===== src/rtl/spi_tx_sequencer_if.sv =====
// Handshake and serial-control bundle between a word requester and spi_tx_sequencer.
// The miso/rx_data pair exists only when SPI_SEQ_RX_EN is defined.
interface spi_tx_sequencer_if;
    logic        tx_valid;
    logic [15:0] tx_data;
    logic        tx_ready;
    logic        abort;
    logic [15:0] pts_data;
    logic        pts_en;
    logic [3:0]  pts_index;
    logic        sclk;
    logic        cs_n;
    logic        busy;
    logic        done;
`ifdef SPI_SEQ_RX_EN
    logic        miso;
    logic [15:0] rx_data;

    modport master (
        output tx_valid, tx_data, abort, miso,
        input  tx_ready, pts_data, pts_en, pts_index, sclk, cs_n, busy, done, rx_data
    );
    modport slave (
        input  tx_valid, tx_data, abort, miso,
        output tx_ready, pts_data, pts_en, pts_index, sclk, cs_n, busy, done, rx_data
    );
`else
    modport master (
        output tx_valid, tx_data, abort,
        input  tx_ready, pts_data, pts_en, pts_index, sclk, cs_n, busy, done
    );
    modport slave (
        input  tx_valid, tx_data, abort,
        output tx_ready, pts_data, pts_en, pts_index, sclk, cs_n, busy, done
    );
`endif
endinterface


===== src/rtl/spi_tx_sequencer.sv =====
// SPI mode-0 frame sequencer driving an external parallel-to-serial stage, 16-bit MSB first.
// Optional receive path (miso -> rx_data) is enabled by defining SPI_SEQ_RX_EN.
//
// state | meaning
// IDLE  | ready for a word, cs_n high, sclk low
// SETUP | cs_n low, sclk low for CLK_DIV cycles before the first edge
// SHIFT | sclk toggles every CLK_DIV cycles, 16 rising + 16 falling
// HOLD  | sclk low, cs_n still low for CLK_DIV cycles, then done pulse
module spi_tx_sequencer #(
    parameter int unsigned CLK_DIV = 4
) (
    input logic          FPGA_clk,
    input logic          FPGA_rst_n,
    spi_tx_sequencer_if.slave bus
);
    typedef enum logic [1:0] {IDLE, SETUP, SHIFT, HOLD} state_t;

    localparam logic [7:0] CNT_LOAD = 8'(CLK_DIV - 1);

    state_t      state_q, state_d;
    logic [7:0]  cnt_q, cnt_d;
    logic        sclk_q, sclk_d;
    logic        cs_n_q, cs_n_d;
    logic        busy_q, busy_d;
    logic        pts_en_q, pts_en_d;
    logic        done_q, done_d;
    logic [15:0] pts_data_q, pts_data_d;
    logic [3:0]  pts_index_q, pts_index_d;
`ifdef SPI_SEQ_RX_EN
    logic [15:0] rx_shift_q, rx_shift_d;
    logic [15:0] rx_data_q, rx_data_d;
`endif

    always_comb begin
        state_d     = state_q;
        cnt_d       = cnt_q;
        sclk_d      = sclk_q;
        cs_n_d      = cs_n_q;
        busy_d      = busy_q;
        pts_en_d    = pts_en_q;
        done_d      = 1'b0;
        pts_data_d  = pts_data_q;
        pts_index_d = pts_index_q;
`ifdef SPI_SEQ_RX_EN
        rx_shift_d  = rx_shift_q;
        rx_data_d   = rx_data_q;
`endif
        if (state_q != IDLE && bus.abort) begin
            state_d  = IDLE;
            cnt_d    = '0;
            sclk_d   = 1'b0;
            cs_n_d   = 1'b1;
            busy_d   = 1'b0;
            pts_en_d = 1'b0;
        end else begin
            case (state_q)
                IDLE: begin
                    if (bus.tx_valid) begin
                        state_d     = SETUP;
                        cnt_d       = CNT_LOAD;
                        pts_data_d  = bus.tx_data;
                        pts_index_d = 4'd15;
                        pts_en_d    = 1'b1;
                        cs_n_d      = 1'b0;
                        busy_d      = 1'b1;
                    end
                end
                SETUP: begin
                    if (cnt_q == 8'd0) begin
                        state_d = SHIFT;
                        cnt_d   = CNT_LOAD;
                    end else begin
                        cnt_d = cnt_q - 8'd1;
                    end
                end
                SHIFT: begin
                    if (cnt_q == 8'd0) begin
                        cnt_d  = CNT_LOAD;
                        sclk_d = ~sclk_q;
                        if (!sclk_q) begin
`ifdef SPI_SEQ_RX_EN
                            rx_shift_d = {rx_shift_q[14:0], bus.miso};
`endif
                        end else if (pts_index_q == 4'd0) begin
                            // index 0 already on the wire: this fall closes the frame
                            state_d = HOLD;
                        end else begin
                            pts_index_d = pts_index_q - 4'd1;
                        end
                    end else begin
                        cnt_d = cnt_q - 8'd1;
                    end
                end
                HOLD: begin
                    if (cnt_q == 8'd0) begin
                        state_d  = IDLE;
                        cs_n_d   = 1'b1;
                        pts_en_d = 1'b0;
                        busy_d   = 1'b0;
                        done_d   = 1'b1;
`ifdef SPI_SEQ_RX_EN
                        rx_data_d = rx_shift_q;
`endif
                    end else begin
                        cnt_d = cnt_q - 8'd1;
                    end
                end
                default: state_d = IDLE;
            endcase
        end
    end

    always_ff @(posedge FPGA_clk) begin
        if (!FPGA_rst_n) begin
            state_q     <= IDLE;
            cnt_q       <= '0;
            sclk_q      <= 1'b0;
            cs_n_q      <= 1'b1;
            busy_q      <= 1'b0;
            pts_en_q    <= 1'b0;
            done_q      <= 1'b0;
            pts_data_q  <= '0;
            pts_index_q <= '0;
`ifdef SPI_SEQ_RX_EN
            rx_shift_q  <= '0;
            rx_data_q   <= '0;
`endif
        end else begin
            state_q     <= state_d;
            cnt_q       <= cnt_d;
            sclk_q      <= sclk_d;
            cs_n_q      <= cs_n_d;
            busy_q      <= busy_d;
            pts_en_q    <= pts_en_d;
            done_q      <= done_d;
            pts_data_q  <= pts_data_d;
            pts_index_q <= pts_index_d;
`ifdef SPI_SEQ_RX_EN
            rx_shift_q  <= rx_shift_d;
            rx_data_q   <= rx_data_d;
`endif
        end
    end

    assign bus.tx_ready  = (state_q == IDLE);
    assign bus.sclk      = sclk_q;
    assign bus.cs_n      = cs_n_q;
    assign bus.busy      = busy_q;
    assign bus.pts_en    = pts_en_q;
    assign bus.done      = done_q;
    assign bus.pts_data  = pts_data_q;
    assign bus.pts_index = pts_index_q;
`ifdef SPI_SEQ_RX_EN
    assign bus.rx_data   = rx_data_q;
`endif
endmodule


===== src/flat_wrapper.sv =====
// flat-port wrapper written by rule: the top's interface ports become plain ports
module spi_tx_sequencer_flat 
#(
    parameter int unsigned CLK_DIV = 4
)
  (FPGA_clk, FPGA_rst_n, bus_tx_valid, bus_tx_data, bus_abort, bus_tx_ready, bus_pts_data, bus_pts_en, bus_pts_index, bus_sclk, bus_cs_n, bus_busy, bus_done);
  spi_tx_sequencer_if bus_i ();
  input logic FPGA_clk;
  input logic FPGA_rst_n;
  input wire logic [$bits(bus_i.tx_valid)-1:0] bus_tx_valid;
  input wire logic [$bits(bus_i.tx_data)-1:0] bus_tx_data;
  input wire logic [$bits(bus_i.abort)-1:0] bus_abort;
  output wire logic [$bits(bus_i.tx_ready)-1:0] bus_tx_ready;
  output wire logic [$bits(bus_i.pts_data)-1:0] bus_pts_data;
  output wire logic [$bits(bus_i.pts_en)-1:0] bus_pts_en;
  output wire logic [$bits(bus_i.pts_index)-1:0] bus_pts_index;
  output wire logic [$bits(bus_i.sclk)-1:0] bus_sclk;
  output wire logic [$bits(bus_i.cs_n)-1:0] bus_cs_n;
  output wire logic [$bits(bus_i.busy)-1:0] bus_busy;
  output wire logic [$bits(bus_i.done)-1:0] bus_done;
  assign bus_i.tx_valid = bus_tx_valid;
  assign bus_i.tx_data = bus_tx_data;
  assign bus_i.abort = bus_abort;
  assign bus_tx_ready = bus_i.tx_ready;
  assign bus_pts_data = bus_i.pts_data;
  assign bus_pts_en = bus_i.pts_en;
  assign bus_pts_index = bus_i.pts_index;
  assign bus_sclk = bus_i.sclk;
  assign bus_cs_n = bus_i.cs_n;
  assign bus_busy = bus_i.busy;
  assign bus_done = bus_i.done;
  spi_tx_sequencer #(.CLK_DIV(CLK_DIV)) u_core (.FPGA_clk(FPGA_clk), .FPGA_rst_n(FPGA_rst_n), .bus(bus_i));
endmodule

===== config.mk =====
export PLATFORM = sky130hd
export DESIGN_NAME = spi_tx_sequencer_flat
export DESIGN_NICKNAME = d
export VERILOG_FILES = /design/src/rtl/spi_tx_sequencer_if.sv /design/src/rtl/spi_tx_sequencer.sv /design/src/flat_wrapper.sv
export SDC_FILE = /design/constraint.sdc
export NUM_CORES = 1
export LEC_CHECK = 0
export ABC_AREA = 1
export CAP_MARGIN = 20
export CORE_ASPECT_RATIO = 1.2
export CORE_MARGIN = 2
export CORE_UTILIZATION = 43
export DETAILED_ROUTE_END_ITERATION = 16
export PLACE_DENSITY_LB_ADDON = 0.1
export SYNTH_ARGS = -nofsm -noshare
export SYNTH_HDL_FRONTEND = slang
export SYNTH_SLANG_ARGS = --single-unit

===== constraint.sdc =====
create_clock -name FPGA_clk -period 1.47 [get_ports FPGA_clk]
set_input_delay 0.294 -clock FPGA_clk [delete_from_list [all_inputs] [get_ports FPGA_clk]]
set_output_delay 0.294 -clock FPGA_clk [all_outputs]
set_load 0.02 [all_outputs]

==> flow_metrics.py, run 1 <==
metrics = {
    "sta": {
        "setup_violations": 0,
        "fmax_ghz": 0.703,
        "maxSlewViolCount": 0,
        "post-route-period-util": 0.967,
        "fin_skew_ns": 0.00571,
        "finalWorstPathRequiredPeriod_ns": 1.42,
        "max_slew.worst_pin.slew_ns": 0.243,
        "tns_ns": 0,
        "worst_slack_ns": 0.0479,
        "slew_headroom": 0.837,
        "finalHoldViolations": 0,
        "grt_setup_unrepaired": "true",
    },
    "final_layout": {
        "antennaDiodeCount": 0,
        "final_area_mm2": 0.00262,
        "area_growth_pct": 57.5,
        "layout-drive-gt1-share": 0.257,
        "final_nets": 332,
        "finalNonFillerCells": 359,
        "final_util": 0.716,
    },
    "setup_path": {
        "endpoint_kind": "output port",
        "crit_path_max_fanout": 4,
        "worstPathArrival_ns": 1.13,
        "crit_type": "reg -> out",
        "cp.required_ns": 1.18,
        "start_kind": "flop",
    },
    "synth": {
        "yosys_register_bits": 34,
        "synthAdderAreaFrac": 0.0451,
        "syn_avg_cell_area_um2": 7.09,
        "netlist_area_mm2": 0.00167,
        "synth_fp_nets": 261,
        "synth_top_family_by_area": "simple AND/OR/NAND/NOR gates",
        "postSynthCellCount": 235,
        "post_synth_xor_area_fraction": 0,
        "ys_types": 25,
        "yosysSeqAreaShare": 0.409,
        "synthMuxAreaShare": 0,
        "synth-simple-area-share": 0.350,
        "synth_compound_area_frac": 0.117,
        "yosysWarnings": 0,
    },
    "global_route": {
        "grt_max_degree": 20,
        "groute.usage.overall": 0.206,
        "overflow": 0,
        "grt_pass1_vias": 1627,
        "antenna_found_initial": 0,
        "grt_pass1_wl_um": 6870,
    },
    "clocking": {
        "hold_buffers": 0,
        "cts_max_level": 2,
        "cts_buffer_depth": 2,
        "cts.sinks": 34,
        "clock_latency_ns": 0.29,
        "clk_transition_reported_paths_ns": 0.07,
        "clock_tree.root_cell": "clkbuf_8",
        "cts_tree": "done",
        "cts_made_buffers": 5,
    },
    "floorplan": {
        "std_cell_rows": 24,
        "die_x_um": 60.8,
        "die_h_um": 72.2,
        "core-area_mm2": 0.00366,
        "fp.dieArea_mm2": 0.00439,
        "initial_core_util": 0.455,
        "io_pins": 46,
    },
    "route": {
        "routedWlPerCell_um": 11.2,
        "routed_wl_um": 4040,
        "drcViolationCount": 0,
        "firstDrtPassIters": 4,
        "vias_per_cell": 4.64,
        "first_iter_violations": 75,
        "num_vias": 1667,
        "ant_nets": 0,
    },
    "worst_hold_path": {
        "hold_path_class": "reg -> reg",
    },
    "power_and_ir_drop": {
        "irDropWorstVdd_v": 0.00129,
        "p_comb_frac": 0.613,
        "power_frac_seq": 0.219,
        "p_clk_frac": 0.168,
        "power.switching_mw": 2.72,
        "internal_power_mw": 3.62,
        "p_leak_nw": 1.19,
        "p_per_area_mw_per_mm2": 2420,
        "power_switching_share": 0.429,
    },
    "run_status": {
        "outcome": "completed",
    },
    "job": {
        "drv_cap": 0,
    },
    "placement": {
        "placed_cells": 347,
        "pre_cts_ws_ns": -0.0992,
        "place.port_buffers": 45,
        "placed_area_mm2": 0.00233,
        "gp_congestion": 0.845,
        "dp_hpwl_um": 2890,
    },
}
## final cells by class
type / instances / area (µm²)
clock buffer: 6 / 82.6
tap: 52 / 65.1
fill: 310 / 1040
inverter: 28 / 115
timing repair buffer: 69 / 633
sequential: 34 / 684
clock inverter: 2 / 60.1
multi-input combinational: 168 / 982
## layer usage
layer / share of wire / up-vias / GRT usage
met3: 0.033 / 8 / 0.0570
met1: 0.42 / 739 / 0.237
li1: - / 894 / -
met5: 0 / - / 0
met4: 0.014 / 0 / 0.0918
met2: 0.53 / 26 / 0.348
## timing repair
action,CTS,global route
resized for setup,38,32
endpoints found under the setup margin,33,25
pin swaps,4,8
buffers inserted,1,3
## worst paths after layout
check,from,cells past startpoint,slack (ns),end
min reg2reg,u_core.bus.cs_n,2,0.45,u_core.bus.cs_n
min,u_core.bus.cs_n,2,0.45,u_core.bus.cs_n
max,u_core.state_q[1],3,0.05,bus_tx_ready
max reg2reg,u_core.state_q[0],8,0.05,u_core.state_q[1]
## critical path: stages (launching register included)
cell and delay [ns]:
dfxtp_2 0.32, inv_2 0.08, ha_4 0.17, clkdlybuf4s15_2 0.26
## synth_stat cells, drive strengths merged
cell type / n / share of area
a21oi: 10 / 0.030
buf: 2 / 0.0075
clkbuf: 3 / 0.0068
clkinv: 2 / 0.0045
dfxtp: 34 / 0.41
ha: 6 / 0.045
inv: 26 / 0.060
nand2: 40 / 0.11
nand3: 15 / 0.048
nand4: 7 / 0.026
nor2: 57 / 0.15
nor3: 1 / 0.0030
o211ai: 2 / 0.0090
o21ai: 26 / 0.078
or2: 4 / 0.017
## cells by family (layout without fill, tap and decap cells)
kind of cell	count (synthesis)	count (layout)
and+or+nand+nor	124	124
AOI/OAI and AO/OA	38	38
DFF	34	34
buffers and inverters	33	105
adders and majority gates	6	6
## power by group through the flow
| stage | logic [mW] | clock network (mW) | registers [mW] |
|---|---|---|---|
| floorplan | 1.95 | 0 | 1.61 |
| global placement | 3.41 | 0 | 1.39 |
| detailed placement | 3.42 | 0 | 1.40 |
| CTS | 3.46 | 1.09 | 1.38 |
| global route | 4.33 | 1.12 | 1.43 |
| finish | 3.88 | 1.07 | 1.39 |
## flip-flops by register name, indices dropped and copies added (netlist names)
| signal | flops |
|---|---|
| u_core.bus.cs_n | 1 |
| u_core.bus.done | 1 |
| u_core.bus.pts_data | 16 |
| u_core.bus.pts_en | 1 |
| u_core.bus.pts_index | 4 |
| u_core.bus.sclk | 1 |
| u_core.cnt_q | 8 |
| u_core.state_q | 2 |
## layout by cell type, fill, tap and decap left out, drive strengths merged
cell            n
a21oi          10
buf            24
bufinv          2
clkbuf          6
clkdlybuf4s15   1
clkdlybuf4s50  19
clkinv          2
dfxtp          34
dlygate4sd2    25
ha              6
inv            26
nand2          40
nand3          15
nand4           7
nor2           57
nor3            1
o211ai          2
o21ai          26
or2             4
## metrics by stage
step,hold slack (ns),total power [mW]
6_report,0.454,6.34
5_1_grt,0.507,6.88
4_1_cts,0.465,5.93
3_5_place_dp,0.454,4.82
3_3_place_gp,0.449,4.80
2_1_floorplan,0.456,3.56
Power figures use the tool's default switching activity.
==> run 2, diff against run 1 <==
Settings changed: CTS_CLUSTER_DIAMETER from default to 60.
==> results of run 2 <==
Final layout, timing and power as in run 1 (identical DEF).
